File: config.mk
export PLATFORM = sky130hd
export DESIGN_NAME = branch_resolve_unit_flat
export DESIGN_NICKNAME = d
export VERILOG_FILES = /design/src/rtl/branch_resolve_unit_if.sv /design/src/rtl/branch_resolve_unit.sv /design/src/flat_wrapper.sv
export SDC_FILE = /design/constraint.sdc
export NUM_CORES = 1
export LEC_CHECK = 0
export CORE_AREA = 2 2 179 181
export CTS_CLUSTER_DIAMETER = 150
export DETAILED_ROUTE_END_ITERATION = 8
export DIE_AREA = 0 0 181 183
export PLACE_DENSITY = 0.81
export SLEW_MARGIN = 30
export SYNTH_ARGS = -nofsm -noshare
export SYNTH_HDL_FRONTEND = slang
export SYNTH_SLANG_ARGS = --single-unit
File: constraint.sdc
create_clock -name clk -period 6.15 [get_ports clk]
set_input_delay 0.615 -clock clk [delete_from_list [all_inputs] [get_ports clk]]
set_output_delay 0.615 -clock clk [all_outputs]
set_load 0.05 [all_outputs]
File: src/rtl/branch_resolve_unit_if.sv
// Training-update bundle from the branch resolve unit to the fetch-stage predictor.
`ifndef ADDR_WIDTH
`define ADDR_WIDTH 32
`endif

interface branch_info_if;
    logic                   branch_flag;
    logic                   taken;
    logic [`ADDR_WIDTH-1:0] pc;
    logic [`ADDR_WIDTH-1:0] branch_addr;

    modport o (output branch_flag, taken, pc, branch_addr);
    modport i (input  branch_flag, taken, pc, branch_addr);
endinterface

File: src/rtl/branch_resolve_unit.sv
// In-order prediction queue resolved by EX; emits predictor training and a flush/redirect on mispredict.
// Define BRU_PERF_CNT_EN to add saturating branch and mispredict counters.
`ifndef ADDR_WIDTH
`define ADDR_WIDTH 32
`endif

module branch_resolve_unit #(
    parameter int Q_DEPTH   = 4,
    parameter int Q_PTR_W   = 2,
    parameter int CNT_WIDTH = 32
) (
    input  logic                   clk,
    input  logic                   rst,
    input  logic                   pred_valid,
    output logic                   pred_ready,
    input  logic [`ADDR_WIDTH-1:0] pred_pc,
    input  logic                   pred_taken,
    input  logic [`ADDR_WIDTH-1:0] pred_target,
    input  logic                   res_valid,
    output logic                   res_ready,
    input  logic                   res_is_branch,
    input  logic                   res_taken,
    input  logic [`ADDR_WIDTH-1:0] res_target,
    output logic                   flush,
    output logic [`ADDR_WIDTH-1:0] redirect_pc,
    branch_info_if.o               branch_info
`ifdef BRU_PERF_CNT_EN
    ,
    output logic [CNT_WIDTH-1:0]   branch_cnt,
    output logic [CNT_WIDTH-1:0]   mispredict_cnt
`endif
);

    localparam int AW = `ADDR_WIDTH;

    if (Q_DEPTH < 2 || Q_DEPTH != (1 << Q_PTR_W)) begin : g_bad_depth
        $error("Q_DEPTH must be a power of two >= 2 equal to 2**Q_PTR_W");
    end
    if (CNT_WIDTH < 1) begin : g_bad_cnt
        $error("CNT_WIDTH must be at least 1");
    end

    typedef enum logic {NORMAL, FLUSH} state_t;

    state_t           r_state;
    logic [Q_PTR_W:0] r_wr_ptr;
    logic [Q_PTR_W:0] r_rd_ptr;
    logic [AW-1:0]    r_q_pc     [Q_DEPTH];
    logic             r_q_taken  [Q_DEPTH];
    logic [AW-1:0]    r_q_target [Q_DEPTH];
    logic             r_flush;
    logic [AW-1:0]    r_redirect_pc;
    logic             r_bi_flag;
    logic             r_bi_taken;
    logic [AW-1:0]    r_bi_pc;
    logic [AW-1:0]    r_bi_addr;

    logic [Q_PTR_W-1:0] w_wr_idx;
    logic [Q_PTR_W-1:0] w_rd_idx;
    logic               w_full;
    logic               w_empty;
    logic               w_push;
    logic               w_pop;
    logic [AW-1:0]      w_head_pc;
    logic               w_head_taken;
    logic [AW-1:0]      w_head_target;
    logic [AW-1:0]      w_seq;
    logic [AW-1:0]      w_act_next;
    logic [AW-1:0]      w_prd_next;
    logic               w_mispredict;

    assign w_wr_idx = r_wr_ptr[Q_PTR_W-1:0];
    assign w_rd_idx = r_rd_ptr[Q_PTR_W-1:0];
    assign w_empty  = (r_wr_ptr == r_rd_ptr);
    assign w_full   = (r_wr_ptr[Q_PTR_W] != r_rd_ptr[Q_PTR_W]) && (w_wr_idx == w_rd_idx);

    // Readies depend only on registered state, so a same-cycle pop never frees a full queue.
    assign pred_ready = !w_full  && (r_state == NORMAL);
    assign res_ready  = !w_empty && (r_state == NORMAL);
    assign w_push     = pred_valid && pred_ready;
    assign w_pop      = res_valid  && res_ready;

    assign w_head_pc     = r_q_pc[w_rd_idx];
    assign w_head_taken  = r_q_taken[w_rd_idx];
    assign w_head_target = r_q_target[w_rd_idx];
    assign w_seq         = w_head_pc + AW'(4);
    assign w_act_next    = (res_is_branch && res_taken) ? res_target : w_seq;
    assign w_prd_next    = w_head_taken ? w_head_target : w_seq;
    assign w_mispredict  = (w_act_next != w_prd_next);

    always_ff @(posedge clk) begin
        if (w_push) begin
            r_q_pc[w_wr_idx]     <= pred_pc;
            r_q_taken[w_wr_idx]  <= pred_taken;
            r_q_target[w_wr_idx] <= pred_target;
        end
    end

    // A mispredict empties the queue on the same edge, dropping any concurrent push.
    always_ff @(posedge clk or negedge rst) begin
        if (!rst) begin
            r_state       <= NORMAL;
            r_wr_ptr      <= '0;
            r_rd_ptr      <= '0;
            r_flush       <= 1'b0;
            r_redirect_pc <= '0;
        end else begin
            case (r_state)
                NORMAL: begin
                    if (w_pop && w_mispredict) begin
                        r_state       <= FLUSH;
                        r_flush       <= 1'b1;
                        r_redirect_pc <= w_act_next;
                        r_wr_ptr      <= '0;
                        r_rd_ptr      <= '0;
                    end else begin
                        if (w_push) r_wr_ptr <= r_wr_ptr + (Q_PTR_W+1)'(1);
                        if (w_pop)  r_rd_ptr <= r_rd_ptr + (Q_PTR_W+1)'(1);
                    end
                end
                FLUSH: begin
                    r_state <= NORMAL;
                    r_flush <= 1'b0;
                end
            endcase
        end
    end

    always_ff @(posedge clk or negedge rst) begin
        if (!rst) begin
            r_bi_flag  <= 1'b0;
            r_bi_taken <= 1'b0;
            r_bi_pc    <= '0;
            r_bi_addr  <= '0;
        end else begin
            r_bi_flag <= w_pop && res_is_branch;
            if (w_pop && res_is_branch) begin
                r_bi_taken <= res_taken;
                r_bi_pc    <= w_head_pc;
                r_bi_addr  <= res_target;
            end
        end
    end

    assign flush                   = r_flush;
    assign redirect_pc             = r_redirect_pc;
    assign branch_info.branch_flag = r_bi_flag;
    assign branch_info.taken       = r_bi_taken;
    assign branch_info.pc          = r_bi_pc;
    assign branch_info.branch_addr = r_bi_addr;

`ifdef BRU_PERF_CNT_EN
    logic [CNT_WIDTH-1:0] r_branch_cnt;
    logic [CNT_WIDTH-1:0] r_mispredict_cnt;

    always_ff @(posedge clk or negedge rst) begin
        if (!rst) begin
            r_branch_cnt     <= '0;
            r_mispredict_cnt <= '0;
        end else begin
            if (w_pop && res_is_branch && (r_branch_cnt != '1))
                r_branch_cnt <= r_branch_cnt + CNT_WIDTH'(1);
            if (w_pop && w_mispredict && (r_mispredict_cnt != '1))
                r_mispredict_cnt <= r_mispredict_cnt + CNT_WIDTH'(1);
        end
    end

    assign branch_cnt     = r_branch_cnt;
    assign mispredict_cnt = r_mispredict_cnt;
`endif

endmodule

File: src/flat_wrapper.sv
// flat-port wrapper written by rule: the top's interface ports become plain ports
module branch_resolve_unit_flat 
#(
    parameter int Q_DEPTH   = 4,
    parameter int Q_PTR_W   = 2,
    parameter int CNT_WIDTH = 32
)
  (clk, rst, pred_valid, pred_ready, pred_pc, pred_taken, pred_target, res_valid, res_ready, res_is_branch, res_taken, res_target, flush, redirect_pc, branch_info_branch_flag, branch_info_taken, branch_info_pc, branch_info_branch_addr);
  branch_info_if branch_info_i ();
  input  logic clk;
  input  logic rst;
  input  logic pred_valid;
  output logic pred_ready;
  input  logic [`ADDR_WIDTH-1:0] pred_pc;
  input  logic pred_taken;
  input  logic [`ADDR_WIDTH-1:0] pred_target;
  input  logic res_valid;
  output logic res_ready;
  input  logic res_is_branch;
  input  logic res_taken;
  input  logic [`ADDR_WIDTH-1:0] res_target;
  output logic flush;
  output logic [`ADDR_WIDTH-1:0] redirect_pc;
  output wire logic [$bits(branch_info_i.branch_flag)-1:0] branch_info_branch_flag;
  output wire logic [$bits(branch_info_i.taken)-1:0] branch_info_taken;
  output wire logic [$bits(branch_info_i.pc)-1:0] branch_info_pc;
  output wire logic [$bits(branch_info_i.branch_addr)-1:0] branch_info_branch_addr;
  assign branch_info_branch_flag = branch_info_i.branch_flag;
  assign branch_info_taken = branch_info_i.taken;
  assign branch_info_pc = branch_info_i.pc;
  assign branch_info_branch_addr = branch_info_i.branch_addr;
  branch_resolve_unit #(.Q_DEPTH(Q_DEPTH), .Q_PTR_W(Q_PTR_W), .CNT_WIDTH(CNT_WIDTH)) u_core (.clk(clk), .rst(rst), .pred_valid(pred_valid), .pred_ready(pred_ready), .pred_pc(pred_pc), .pred_taken(pred_taken), .pred_target(pred_target), .res_valid(res_valid), .res_ready(res_ready), .res_is_branch(res_is_branch), .res_taken(res_taken), .res_target(res_target), .flush(flush), .redirect_pc(redirect_pc), .branch_info(branch_info_i));
endmodule
==> run metrics <==
length of the first detailed-routing pass in iterations 6; number of core rows 65; clock edge transition at the registers on the reported setup and hold paths 60 ps; wire length of the first global-routing pass 68900 µm; Synth Net Count 1222; LEAKAGE 7.17 nW; GPL Wtd Cong 0.955; routed len/inst 26.4 µm; count of endpoints failing setup in the final report 0; number of global-route vias before repair 10900; Worst-Margin Slew 925 ps; final WL 46300 µm; setup repair after global routing missed its margin false; Worst IR Drop VDD 501 µV; clock latency on the worst-skew pair 540 ps; DRC marker count from the first detailed-route iteration 1015; worst hold-check path type in2async; synthesized flop and latch total 366; nature of the critical path endpoint flip-flop; depth of the worst register-to-register path 13; GRT Util Overall 28.2%; final hold violation count 0; data arrival at the endpoint of the critical path 5770 ps; most common cell after layout, fill and taps aside sky130_fd_sc_hd__edfxtp_1; via density per instance 6.18; Hold Buf Count CTS 0; list of cells traversed by the critical path mux4_2, ha_1, nand2_1, o22a_1, or4_1, a31oi_1, xnor2_1, o311ai_0, a2111o_1, a2111oi_4, a31oi_4, buf_12, mux2_4; launching instance or port of the critical path u_core.r_rd_ptr[0]$_DFFE_PN0P_; data required time at the worst endpoint 6560 ps; Finished Core Util 66.1%; count of nets after finishing 1429; Cell Area, Synth 0.0170 mm²; Synth async-reset ratio 29.0%; TritonCTS Buffers 39; final max-slew violation count 0; count of flip-flops with a built-in enable after synthesis 260; number of cells on the critical path 13; Crit Path Class reg2reg; residual antenna-violating net count after detailed routing 0; maxcap violations 0; cell taking the most area after synthesis sky130_fd_sc_hd__edfxtp_1; total of warnings raised by yosys 0; power per unit of standard cell area 470 mW/mm²; count of antenna diodes in the layout 0; post-synthesis sequential area ratio 61.7%; Starting Density 54.3%; core area 0.0312 mm²; number of distinct standard cells referenced by the synthesized netlist 86; pin count of the biggest net entering global routing 79; average size of a mapped cell 15.2 µm²; category of cells accounting for the largest share of critical-path delay compound AO/OA/AOI/OAI gates; Die Area 0.0331 mm²; crit path buf inv count 1; clk sink count 366; antenna violations before repair 2; post-route clock period utilization 87.1%; cell at the root of the clock tree sky130_fd_sc_hd__clkbuf_16; overall die width 181 µm; startpoint of the lowest-slack register-to-register path u_core.r_rd_ptr[0]$_DFFE_PN0P_; post-detailed-route DRC marker count 0; number of buffers on the longest clock path 3; Max Freq 0.187 GHz; slowest library cell on the worst path sky130_fd_sc_hd__dfrtp_4; top_reg_cell synth sky130_fd_sc_hd__edfxtp_1; Final HPWL DP 32800 µm; Top Ports 204; area added between synthesis and finish 21.7%; Relative slew margins 38.3%; maximum fanout along the worst path 38; count of buffers added by post-CTS timing repair for setup 0; largest stage delay on the critical path 880 ps; Filler Cells Inserted 2202; via count 10800; vertical die dimension 183 µm; portion of synthesized cell area occupied by the leading cell type 46.0%; share of final-layout standard cells stronger than drive strength 1 19.0%; residual overflow from global routing 0; pre-CTS setup slack 853 ps; Clock H-tree levels 2; Max Clock Skew 21.2 ps; CTS tree done; shortest period the worst path allows 5360 ps; Gate Count Post-Synth 1113; Port-buffer cells 203; CTS resizes 0; launching element type of the critical path flip-flop; top post-synthesis cells by area sky130_fd_sc_hd__edfxtp_1, sky130_fd_sc_hd__dfrtp_1, sky130_fd_sc_hd__mux4_2; total negative setup slack 0 ps; leading cell types in the layout, fill and taps excluded sky130_fd_sc_hd__edfxtp_1, sky130_fd_sc_hd__clkdlybuf4s50_1, sky130_fd_sc_hd__dfrtp_1; outcome completed; least setup slack across all paths after layout 791 ps
## final timing paths
| path | slack [ps] | endpoint |
|---|---|---|
| setup / recovery | 790 | u_core.redirect_pc[2]$_DFFE_PN0P_ |
| hold / removal | 120 | u_core.redirect_pc[19]$_DFFE_PN0P_ |
| setup reg to reg | 790 | u_core.redirect_pc[2]$_DFFE_PN0P_ |
| hold reg to reg | 480 | u_core.branch_info.pc[6]$_DFFE_PN0P_ |
| max in group asynchronous | 4700 | u_core.r_rd_ptr[0]$_DFFE_PN0P_ |
| min in group clk | 480 | u_core.branch_info.pc[6]$_DFFE_PN0P_ |
## sequential cells by signal, indices dropped and copies added (netlist names)
signal                          flops
u_core.branch_info.branch_flag      1
u_core.r_q_taken                    4
u_core.r_q_target                 128
u_core.r_q_pc                     128
u_core.branch_info.taken            1
u_core.redirect_pc                 32
u_core.branch_info.pc              32
u_core.flush                        1
u_core.r_state                      1
u_core.branch_info.branch_addr     32
u_core.r_rd_ptr                     3
u_core.r_wr_ptr                     3
## worst reg2reg max path, cell delays in order (launching register included)
cell and delay [ps]:
sky130_fd_sc_hd__dfrtp_4 880, sky130_fd_sc_hd__mux4_2 530, sky130_fd_sc_hd__ha_1 390, sky130_fd_sc_hd__nand2_1 100, sky130_fd_sc_hd__o22a_1 260, sky130_fd_sc_hd__or4_1 430
sky130_fd_sc_hd__a31oi_1 210, sky130_fd_sc_hd__xnor2_1 180, sky130_fd_sc_hd__o311ai_0 210, sky130_fd_sc_hd__a2111o_1 500, sky130_fd_sc_hd__a2111oi_4 510, sky130_fd_sc_hd__a31oi_4 400
sky130_fd_sc_hd__buf_12 300, sky130_fd_sc_hd__mux2_4 320
## Yosys cell counts (5+ instances only)
master                     number
sky130_fd_sc_hd__a21oi_1       23
sky130_fd_sc_hd__a31oi_1       10
sky130_fd_sc_hd__and2_1        12
sky130_fd_sc_hd__and3_1        11
sky130_fd_sc_hd__buf_1          8
sky130_fd_sc_hd__buf_2          9
sky130_fd_sc_hd__buf_6          9
sky130_fd_sc_hd__clkbuf_1      19
sky130_fd_sc_hd__dfrtp_1      106
sky130_fd_sc_hd__edfxtp_1     260
sky130_fd_sc_hd__ha_1           6
sky130_fd_sc_hd__inv_1         21
sky130_fd_sc_hd__mux2_2        65
sky130_fd_sc_hd__mux2_4        24
sky130_fd_sc_hd__mux2i_1       14
sky130_fd_sc_hd__mux4_2        60
sky130_fd_sc_hd__nand2_1       73
sky130_fd_sc_hd__nand2b_1       5
sky130_fd_sc_hd__nand3_1       30
sky130_fd_sc_hd__nand4_1       21
sky130_fd_sc_hd__nor2_1        43
sky130_fd_sc_hd__nor3_1        16
sky130_fd_sc_hd__nor3b_1        5
sky130_fd_sc_hd__nor4_1        13
sky130_fd_sc_hd__o211ai_1       5
sky130_fd_sc_hd__o21ai_0       52
sky130_fd_sc_hd__or4_1          6
sky130_fd_sc_hd__xnor2_1       40
sky130_fd_sc_hd__xnor3_1        6
sky130_fd_sc_hd__xor2_1        29
## layout make-up
type / count / area, µm² / share of cell area [%]
Timing Repair Buffer: 223 / 2220 / 10.8
Clock buffer: 53 / 1070 / 5.18
Sequential cell: 366 / 10500 / 50.7
Clock inverter: 19 / 244 / 1.18
Multi-Input combinational cell: 669 / 6050 / 29.3
Inverter: 21 / 78.8 / 0.382
Tap cell: 402 / 503 / 2.44
## report_power, final
group	switching [mW]	internal, mW	total (mW)
sequential	0.292	3.30	3.60
combinational	2.39	1.35	3.74
clock	0.969	1.40	2.37
## metal layers
layer	track usage (%)	vias up	share of wire, %
met5	0	-	0
met4	9.92	0	3.5
met3	5.90	101	8.2
met2	45.8	550	48
met1	38.2	5413	40
li1	-	4766	-
## kinds of logic (layout without fill, tap and decap cells)
| kind of cell | Yosys count | after routing | share of synthesized area (%) |
|---|---|---|---|
| buf+inv | 78 | 316 | 2.80 |
| compound gates | 157 | 157 | 6.64 |
| xor+xnor | 75 | 75 | 4.36 |
| mux | 167 | 167 | 15.9 |
| fa+ha+maj | 6 | 6 | 0.443 |
| flops | 366 | 366 | 61.7 |
| simple gates | 264 | 264 | 8.24 |
## through the flow
stage / total power [mW] / instances / instance area (µm²) / hold WS, ps
final: 9.71 / 1753 / 20600 / 119
after global routing: 10.1 / 1753 / 20600 / 171
after CTS: 9.74 / 1753 / 20600 / 161
after detailed placement: 7.36 / 1681 / 19300 / 469
after global placement: 7.28 / 1681 / 19300 / 460
after floorplan: 6.03 / 1113 / 17000 / 319
Power figures use the tool's default switching activity.
